==> src/rtl/count_check_if.sv <==
`default_nettype none
// ============================================================================
// Module      : count_check_if
// Description : Bundle between the counter side and the count_check
//               sequence checker. The counter side drives enable, count and
//               clear. The checker returns lock, error and event statistics.
//               The optional last_bad signal exists only when
//               COUNT_CHECK_LAST_BAD_EN is defined.
// Revision    : 1.0 - initial release
// ============================================================================
interface count_check_if #(
  parameter int ERRW = 8
);
  logic            enable;
  logic [15:0]     count;
  logic            clear;
  logic            locked;
  logic            error;
  logic [ERRW-1:0] err_count;
  logic [15:0]     wraps;
`ifdef COUNT_CHECK_LAST_BAD_EN
  logic [15:0]     last_bad;
`endif

  // Counter / bench side
  modport master (
    output enable, count, clear,
    input  locked, error, err_count, wraps
`ifdef COUNT_CHECK_LAST_BAD_EN
    , input last_bad
`endif
  );

  // Checker side
  modport slave (
    input  enable, count, clear,
    output locked, error, err_count, wraps
`ifdef COUNT_CHECK_LAST_BAD_EN
    , output last_bad
`endif
  );
endinterface
`default_nettype wire

==> src/rtl/count_check.sv <==
`default_nettype none
// ============================================================================
// Module      : count_check
// Description : Sequence checker for a modulo-N enable-driven counter.
//               Each clock it predicts the next count from the previous
//               sample and enable. It flags mismatches with a sticky error
//               and a saturating error counter, counts correct N-1 -> 0
//               wraps, and reports lock while tracking cleanly.
//               Optional feature macro: COUNT_CHECK_LAST_BAD_EN. When it is
//               defined, last_bad records the count of the first mismatch.
// Revision    : 1.0 - initial release
// ============================================================================
module count_check #(
  parameter int N    = 8,
  parameter int ERRW = 8
) (
  input  logic          clock,
  input  logic          reset,   // asynchronous, active-low
  count_check_if.slave  bus
);

  typedef enum logic [1:0] {
    SYNC  = 2'd0,
    TRACK = 2'd1,
    ERROR = 2'd2
  } state_t;

  localparam logic [15:0]     MODULUS  = 16'(N);
  localparam logic [15:0]     LAST_VAL = 16'(N - 1);
  localparam logic [ERRW-1:0] ERR_MAX  = {ERRW{1'b1}};

  state_t          state_q, state_d;
  logic [15:0]     prev_q;
  logic            en_d_q;
  logic            error_q;
  logic [ERRW-1:0] err_count_q;
  logic [15:0]     wraps_q;

  logic [15:0]     exp_val;
  logic            mismatch;
  logic            checking;
  logic            wrap_hit;

  // Prediction with an explicit wrap instead of a modulo operator.
  // An out-of-range count is always a mismatch, even if it equals the
  // prediction (possible after a resync onto a bad value).
  always_comb begin
    exp_val = prev_q;
    if (en_d_q) begin
      exp_val = (prev_q == LAST_VAL) ? 16'd0 : prev_q + 16'd1;
    end
    mismatch = (bus.count != exp_val) || (bus.count >= MODULUS);
    checking = (state_q == TRACK) || (state_q == ERROR);
    wrap_hit = checking && en_d_q && (prev_q == LAST_VAL) &&
               (bus.count == 16'd0) && !mismatch;
  end

  // State register.
  always_ff @(posedge clock or negedge reset) begin
    if (!reset) state_q <= SYNC;
    else        state_q <= state_d;
  end

  // Next-state logic. ERROR is left only via clear or reset.
  always_comb begin
    state_d = state_q;
    if (bus.clear) begin
      state_d = SYNC;
    end else begin
      case (state_q)
        SYNC:    state_d = TRACK;
        TRACK:   state_d = mismatch ? ERROR : TRACK;
        ERROR:   state_d = ERROR;
        default: state_d = SYNC;
      endcase
    end
  end

  // Sample history, sticky error, saturating error count, wrap counter.
  always_ff @(posedge clock or negedge reset) begin
    if (!reset) begin
      prev_q      <= 16'd0;
      en_d_q      <= 1'b0;
      error_q     <= 1'b0;
      err_count_q <= '0;
      wraps_q     <= 16'd0;
    end else if (bus.clear) begin
      prev_q      <= 16'd0;
      en_d_q      <= 1'b0;
      error_q     <= 1'b0;
      err_count_q <= '0;
      wraps_q     <= 16'd0;
    end else begin
      prev_q <= bus.count;
      en_d_q <= bus.enable;
      if (checking && mismatch) begin
        error_q <= 1'b1;
        if (err_count_q != ERR_MAX) err_count_q <= err_count_q + 1'b1;
      end
      if (wrap_hit) wraps_q <= wraps_q + 16'd1;
    end
  end

`ifdef COUNT_CHECK_LAST_BAD_EN
  logic [15:0] last_bad_q;

  // Capture only the first offending count (TRACK -> ERROR).
  always_ff @(posedge clock or negedge reset) begin
    if (!reset)                              last_bad_q <= 16'd0;
    else if (bus.clear)                      last_bad_q <= 16'd0;
    else if (state_q == TRACK && mismatch)   last_bad_q <= bus.count;
  end

  assign bus.last_bad = last_bad_q;
`endif

  assign bus.locked    = (state_q == TRACK);
  assign bus.error     = error_q;
  assign bus.err_count = err_count_q;
  assign bus.wraps     = wraps_q;

endmodule
`default_nettype wire

==> src/flat_wrapper.sv <==
// flat-port wrapper written by rule: the top's interface ports become plain ports
module count_check_flat 
#(
  parameter int N    = 8,
  parameter int ERRW = 8
)
  (clock, reset, bus_enable, bus_count, bus_clear, bus_locked, bus_error, bus_err_count, bus_wraps);
  count_check_if #(.ERRW(ERRW)) bus_i ();
  input  logic clock;
  input  logic reset;
  input wire logic [$bits(bus_i.enable)-1:0] bus_enable;
  input wire logic [$bits(bus_i.count)-1:0] bus_count;
  input wire logic [$bits(bus_i.clear)-1:0] bus_clear;
  output wire logic [$bits(bus_i.locked)-1:0] bus_locked;
  output wire logic [$bits(bus_i.error)-1:0] bus_error;
  output wire logic [$bits(bus_i.err_count)-1:0] bus_err_count;
  output wire logic [$bits(bus_i.wraps)-1:0] bus_wraps;
  assign bus_i.enable = bus_enable;
  assign bus_i.count = bus_count;
  assign bus_i.clear = bus_clear;
  assign bus_locked = bus_i.locked;
  assign bus_error = bus_i.error;
  assign bus_err_count = bus_i.err_count;
  assign bus_wraps = bus_i.wraps;
  count_check #(.N(N), .ERRW(ERRW)) u_core (.clock(clock), .reset(reset), .bus(bus_i));
endmodule
==> config.mk <==
export PLATFORM = sky130hd
export DESIGN_NAME = count_check_flat
export DESIGN_NICKNAME = d
export VERILOG_FILES = /design/src/rtl/count_check_if.sv /design/src/rtl/count_check.sv /design/src/flat_wrapper.sv
export SDC_FILE = /design/constraint.sdc
export NUM_CORES = 1
export LEC_CHECK = 0
export CAP_MARGIN = 20
export CELL_PAD_IN_SITES_DETAIL_PLACEMENT = 1
export CELL_PAD_IN_SITES_GLOBAL_PLACEMENT = 2
export CORE_MARGIN = 5
export CORE_UTILIZATION = 35
export CTS_CLUSTER_SIZE = 8
export DETAILED_ROUTE_END_ITERATION = 10
export GPL_TIMING_DRIVEN = 0
export PLACE_DENSITY = 0.91
export SLEW_MARGIN = 20
export SYNTH_ARGS = -nofsm -noshare
export SYNTH_HDL_FRONTEND = slang
export SYNTH_SLANG_ARGS = --single-unit
==> constraint.sdc <==
create_clock -name clock -period 4.8 [get_ports clock]
set_clock_uncertainty 0.15 [all_clocks]
set_input_delay 0.96 -clock clock [delete_from_list [all_inputs] [get_ports clock]]
set_output_delay 0.96 -clock clock [all_outputs]
set_load 0.005 [all_outputs]
==> results_tabular.tex <==
\begin{tabular}{lr}
\hline
Metric & Value \\
\hline
\multicolumn{2}{l}{\textbf{Detailed routing}} \\
First-pass iteration count of the detailed router & 4 \\
Via count & 2390 \\
Post-detailed-route count of antenna-violating nets & 0 \\
Via-per-instance ratio & 5.32 \\
Residual DRC count & 0 \\
Final WL & 7.61 mm \\
Number of DRC violations after detailed-routing iteration 0 & 80 \\
Detailed-route wire length per cell & 16.9 um \\
\multicolumn{2}{l}{\textbf{Placement}} \\
Place WS & 453 ps \\
\# placed instances & 441 \\
Count of port buffers added during placement & 44 \\
RePlAce Congestion & 0.778 \\
Final HPWL from detailed placement & 5.86 mm \\
\multicolumn{2}{l}{\textbf{Yosys}} \\
Proportion of synthesized chip area in sequential cells & 0.400 \\
Async SR Flop Fraction & 1.00 \\
Most used DFF post-synth & dfrtp\_1 \\
Net count after synthesis & 320 \\
Register bit count reported by yosys & 44 \\
Post-Synthesis Mean Instance Area & 9.36 um\^{}2 \\
Post-Synthesis Cell Area & 0.00275 mm\^{}2 \\
Number of flops mapped to enable cells by yosys & 0 \\
Warnings, synthesis & 0 \\
Post-synthesis cell type count & 55 \\
Cells after Synth & 294 \\
\multicolumn{2}{l}{\textbf{Timing}} \\
Final max-slew violation count & 0 \\
Final setup violation count & 0 \\
Transition at the pin with the smallest max-transition slack & 714 ps \\
Share of the cycle needed by the critical path after routing & 0.839 \\
Fin Setup TNS & 0 ps \\
Minimum hold slack & 358 ps \\
Final worst path period need & 4030 ps \\
Fmax & 248 MHz \\
Final hold violations & 0 \\
Unrepaired setup endpoints after global routing & false \\
Worst setup slack after layout & 774 ps \\
Worst slew margin relative to its limit & 0.512 \\
\multicolumn{2}{l}{\textbf{Worst hold path}} \\
Tightest Hold Check Type & reg -> reg \\
Worst hold path cell count & 1 \\
Hold\_sp & u\_core.bus.error \\
WHS Endpoint & u\_core.bus.error \\
\multicolumn{2}{l}{\textbf{Clock network}} \\
Register clock-pin slew on the reported worst setup and hold paths & 80 ps \\
Postcts setup bufs & 0 \\
Clock Sink Count & 44 \\
Post-CTS sizing & 0 \\
Number of levels the H-tree was split into & 2 \\
Clock buffer depth & 2 \\
Buffer cell driving the clock tree root & clkbuf\_8 \\
TritonCTS clock tree & built \\
Insertion delay of the later-clocked pin in the worst-skew pair & 300 ps \\
TritonCTS buffer count & 5 \\
Hold bufs inserted after CTS & 0 \\
\multicolumn{2}{l}{\textbf{Die}} \\
Starting density of the core & 0.358 \\
Y dimension of the die & 98.7 um \\
Boundary Pins & 46 \\
DIE WIDTH & 98.7 um \\
Floorplan Core Area & 0.00769 mm\^{}2 \\
Total die area & 0.00973 mm\^{}2 \\
Cell Rows & 32 \\
\multicolumn{2}{l}{\textbf{Worst setup path}} \\
Register-to-register setup slack & 1550 ps \\
Critical path fanouts, max & 10 \\
Crit Path Category & in -> reg \\
Critical Path Start Type & input pin \\
Required arrival time at the worst endpoint & 4830 ps \\
Reg-to-Reg Start & u\_core.prev\_q[0] \\
Worst Path Arrival & 4060 ps \\
Count of cells along the worst register-to-register path & 9 \\
Worst R2R End & u\_core.bus.wraps[4] \\
Worst setup EP type & register \\
\multicolumn{2}{l}{\textbf{Global route}} \\
GRT Total Usage & 0.161 \\
Pin count of the biggest net entering global routing & 25 \\
Via count of the first global-routing pass & 2691 \\
Global-route congestion overflow total & 0 \\
Global-route wire length before repair & 13.1 mm \\
Initial antenna violation count & 0 \\
\multicolumn{2}{l}{\textbf{Final layout}} \\
Final-stage net count & 372 \\
Number of antenna cells inserted & 0 \\
Total of fill cells in the finished design & 904 \\
Fin cells & 449 \\
Share of layout cells above drive strength 1 & 0.115 \\
Synth-to-Final Area Change & 25.8\% \\
\multicolumn{2}{l}{\textbf{Job}} \\
Max-capacitance violation count & 0 \\
\multicolumn{2}{l}{\textbf{Power}} \\
Maximum ir drop on the vdd rail & 0.112 mV \\
Power per cell area & 251 mW/mm\^{}2 \\
Lkg Pwr & 1.42 nW \\
\multicolumn{2}{l}{\textbf{Outcome}} \\
Outcome & finished, final reports clean \\
\hline
\end{tabular}
==> flip-flops by register name, summed over array words and instances, names as in the netlist <==
name	flops
u_core.bus.wraps	16
u_core.bus.err_count	8
u_core.state_q	2
u_core.bus.error	1
u_core.en_d_q	1
u_core.prev_q	16
==> power breakdown <==
group	switching [mW]	total [mW]	leakage, nW	internal, mW
registers	0.0198	0.407	0.592	0.387
clock network	0.130	0.314	0.0645	0.184
logic	0.0733	0.149	0.764	0.0755
total	0.223	0.870	1.42	0.647
==> worst max-delay path, cell delays in order <==
cell	delay (ps)
clkdlybuf4s50_1	480
nor4_1	300
nand4_1	180
a2111oi_0	410
nand2_1	90
a2111oi_0	640
and3_1	350
buf_4	200
nand4_1	110
mux2_1	330
==> layout by cell type (no fill, tap or decap), drive strengths merged, types with 2 or more instances in the layout <==
cell type / instances
nor3: 9
nor2b: 31
nand2b: 12
nand3: 11
o31ai: 3
nor4: 5
a31o: 5
mux2: 13
clkdlybuf4s50: 43
a31oi: 3
a21oi: 12
ha: 6
a2111oi: 2
and3: 8
clkbuf: 14
dfrtp: 44
nor4b: 2
o21ba: 2
and4: 3
nor3b: 3
nand2: 14
xor2: 6
inv: 8
buf: 6
nand4: 11
o21ai: 2
nor2: 33
or4: 2
and2: 4
mux2i: 5
xnor2: 10
==> per-layer routing <==
metal	global-route usage	vias up	routed length (um)
met5	0	-	0
met4	0.0399	0	69
met3	0.0326	6	256
met2	0.276	39	3800
met1	0.208	1203	3480
li1	-	1142	-
==> cell type report <==
class / count / area (um^2) / share of cell area
Tap cell: 102 / 128 / 0.0369
Timing Repair Buffer: 45 / 455 / 0.132
Sequential cell: 44 / 1100 / 0.318
Clock buffer: 7 / 96.3 / 0.0278
Buffer: 11 / 57.6 / 0.0166
Multi-Input combinational cell: 231 / 1560 / 0.452
Inverter: 8 / 30.0 / 0.00868
Clock inverter: 1 / 30.0 / 0.00868
==> through the flow <==
step	util	total power, mW	area [um^2]
2_1_floorplan	-	0.493	2750
3_3_place_gp	0.432	0.558	3320
3_5_place_dp	0.434	0.566	3330
4_1_cts	0.450	0.883	3460
5_1_grt	0.450	0.912	3460
6_report	0.450	0.870	3460
==> worst max path at each step <==
stage,start,end,cells past startpoint
2_1_floorplan,bus_count[6],u_core.bus.wraps[4],9
3_3_place_gp,bus_count[4],u_core.bus.wraps[4],10
3_5_place_dp,bus_count[4],u_core.bus.wraps[4],10
4_1_cts,bus_count[4],u_core.bus.wraps[4],10
5_1_grt,bus_count[4],u_core.bus.wraps[4],10
6_report,bus_count[4],u_core.bus.wraps[4],10
==> Yosys cell counts (all sizes together) (3+ instances only) <==
master / instances / share of area
nor3: 9 / 0.018
nor2b: 31 / 0.070
inv: 8 / 0.011
nor3b: 3 / 0.0082
and2: 4 / 0.0091
ha: 6 / 0.027
a31oi: 3 / 0.0068
dfrtp: 44 / 0.40
clkbuf: 7 / 0.0096
buf: 4 / 0.011
nand2b: 12 / 0.027
a31o: 5 / 0.016
and3: 8 / 0.018
xor2: 6 / 0.019
o31ai: 3 / 0.0082
nor4: 5 / 0.014
a21oi: 12 / 0.022
nand4: 11 / 0.027
nand3: 11 / 0.020
xnor2: 10 / 0.032
mux2: 13 / 0.056
mux2i: 5 / 0.018
nor2: 33 / 0.046
nand2: 14 / 0.020
and4: 3 / 0.0096
==> logic make-up (layout without fill, tap and decap cells) <==
| family | count (synthesis) | count (layout) | synth area share |
|---|---|---|---|
| compound gates | 37 | 37 | 0.0941 |
| xor+xnor | 16 | 16 | 0.0509 |
| fa+ha+maj | 6 | 6 | 0.0273 |
| buf+inv | 19 | 72 | 0.0318 |
| flops | 44 | 44 | 0.400 |
| mux | 18 | 18 | 0.0741 |
| simple gates | 154 | 154 | 0.322 |
No activity file was read; power rests on OpenSTA's default activity.
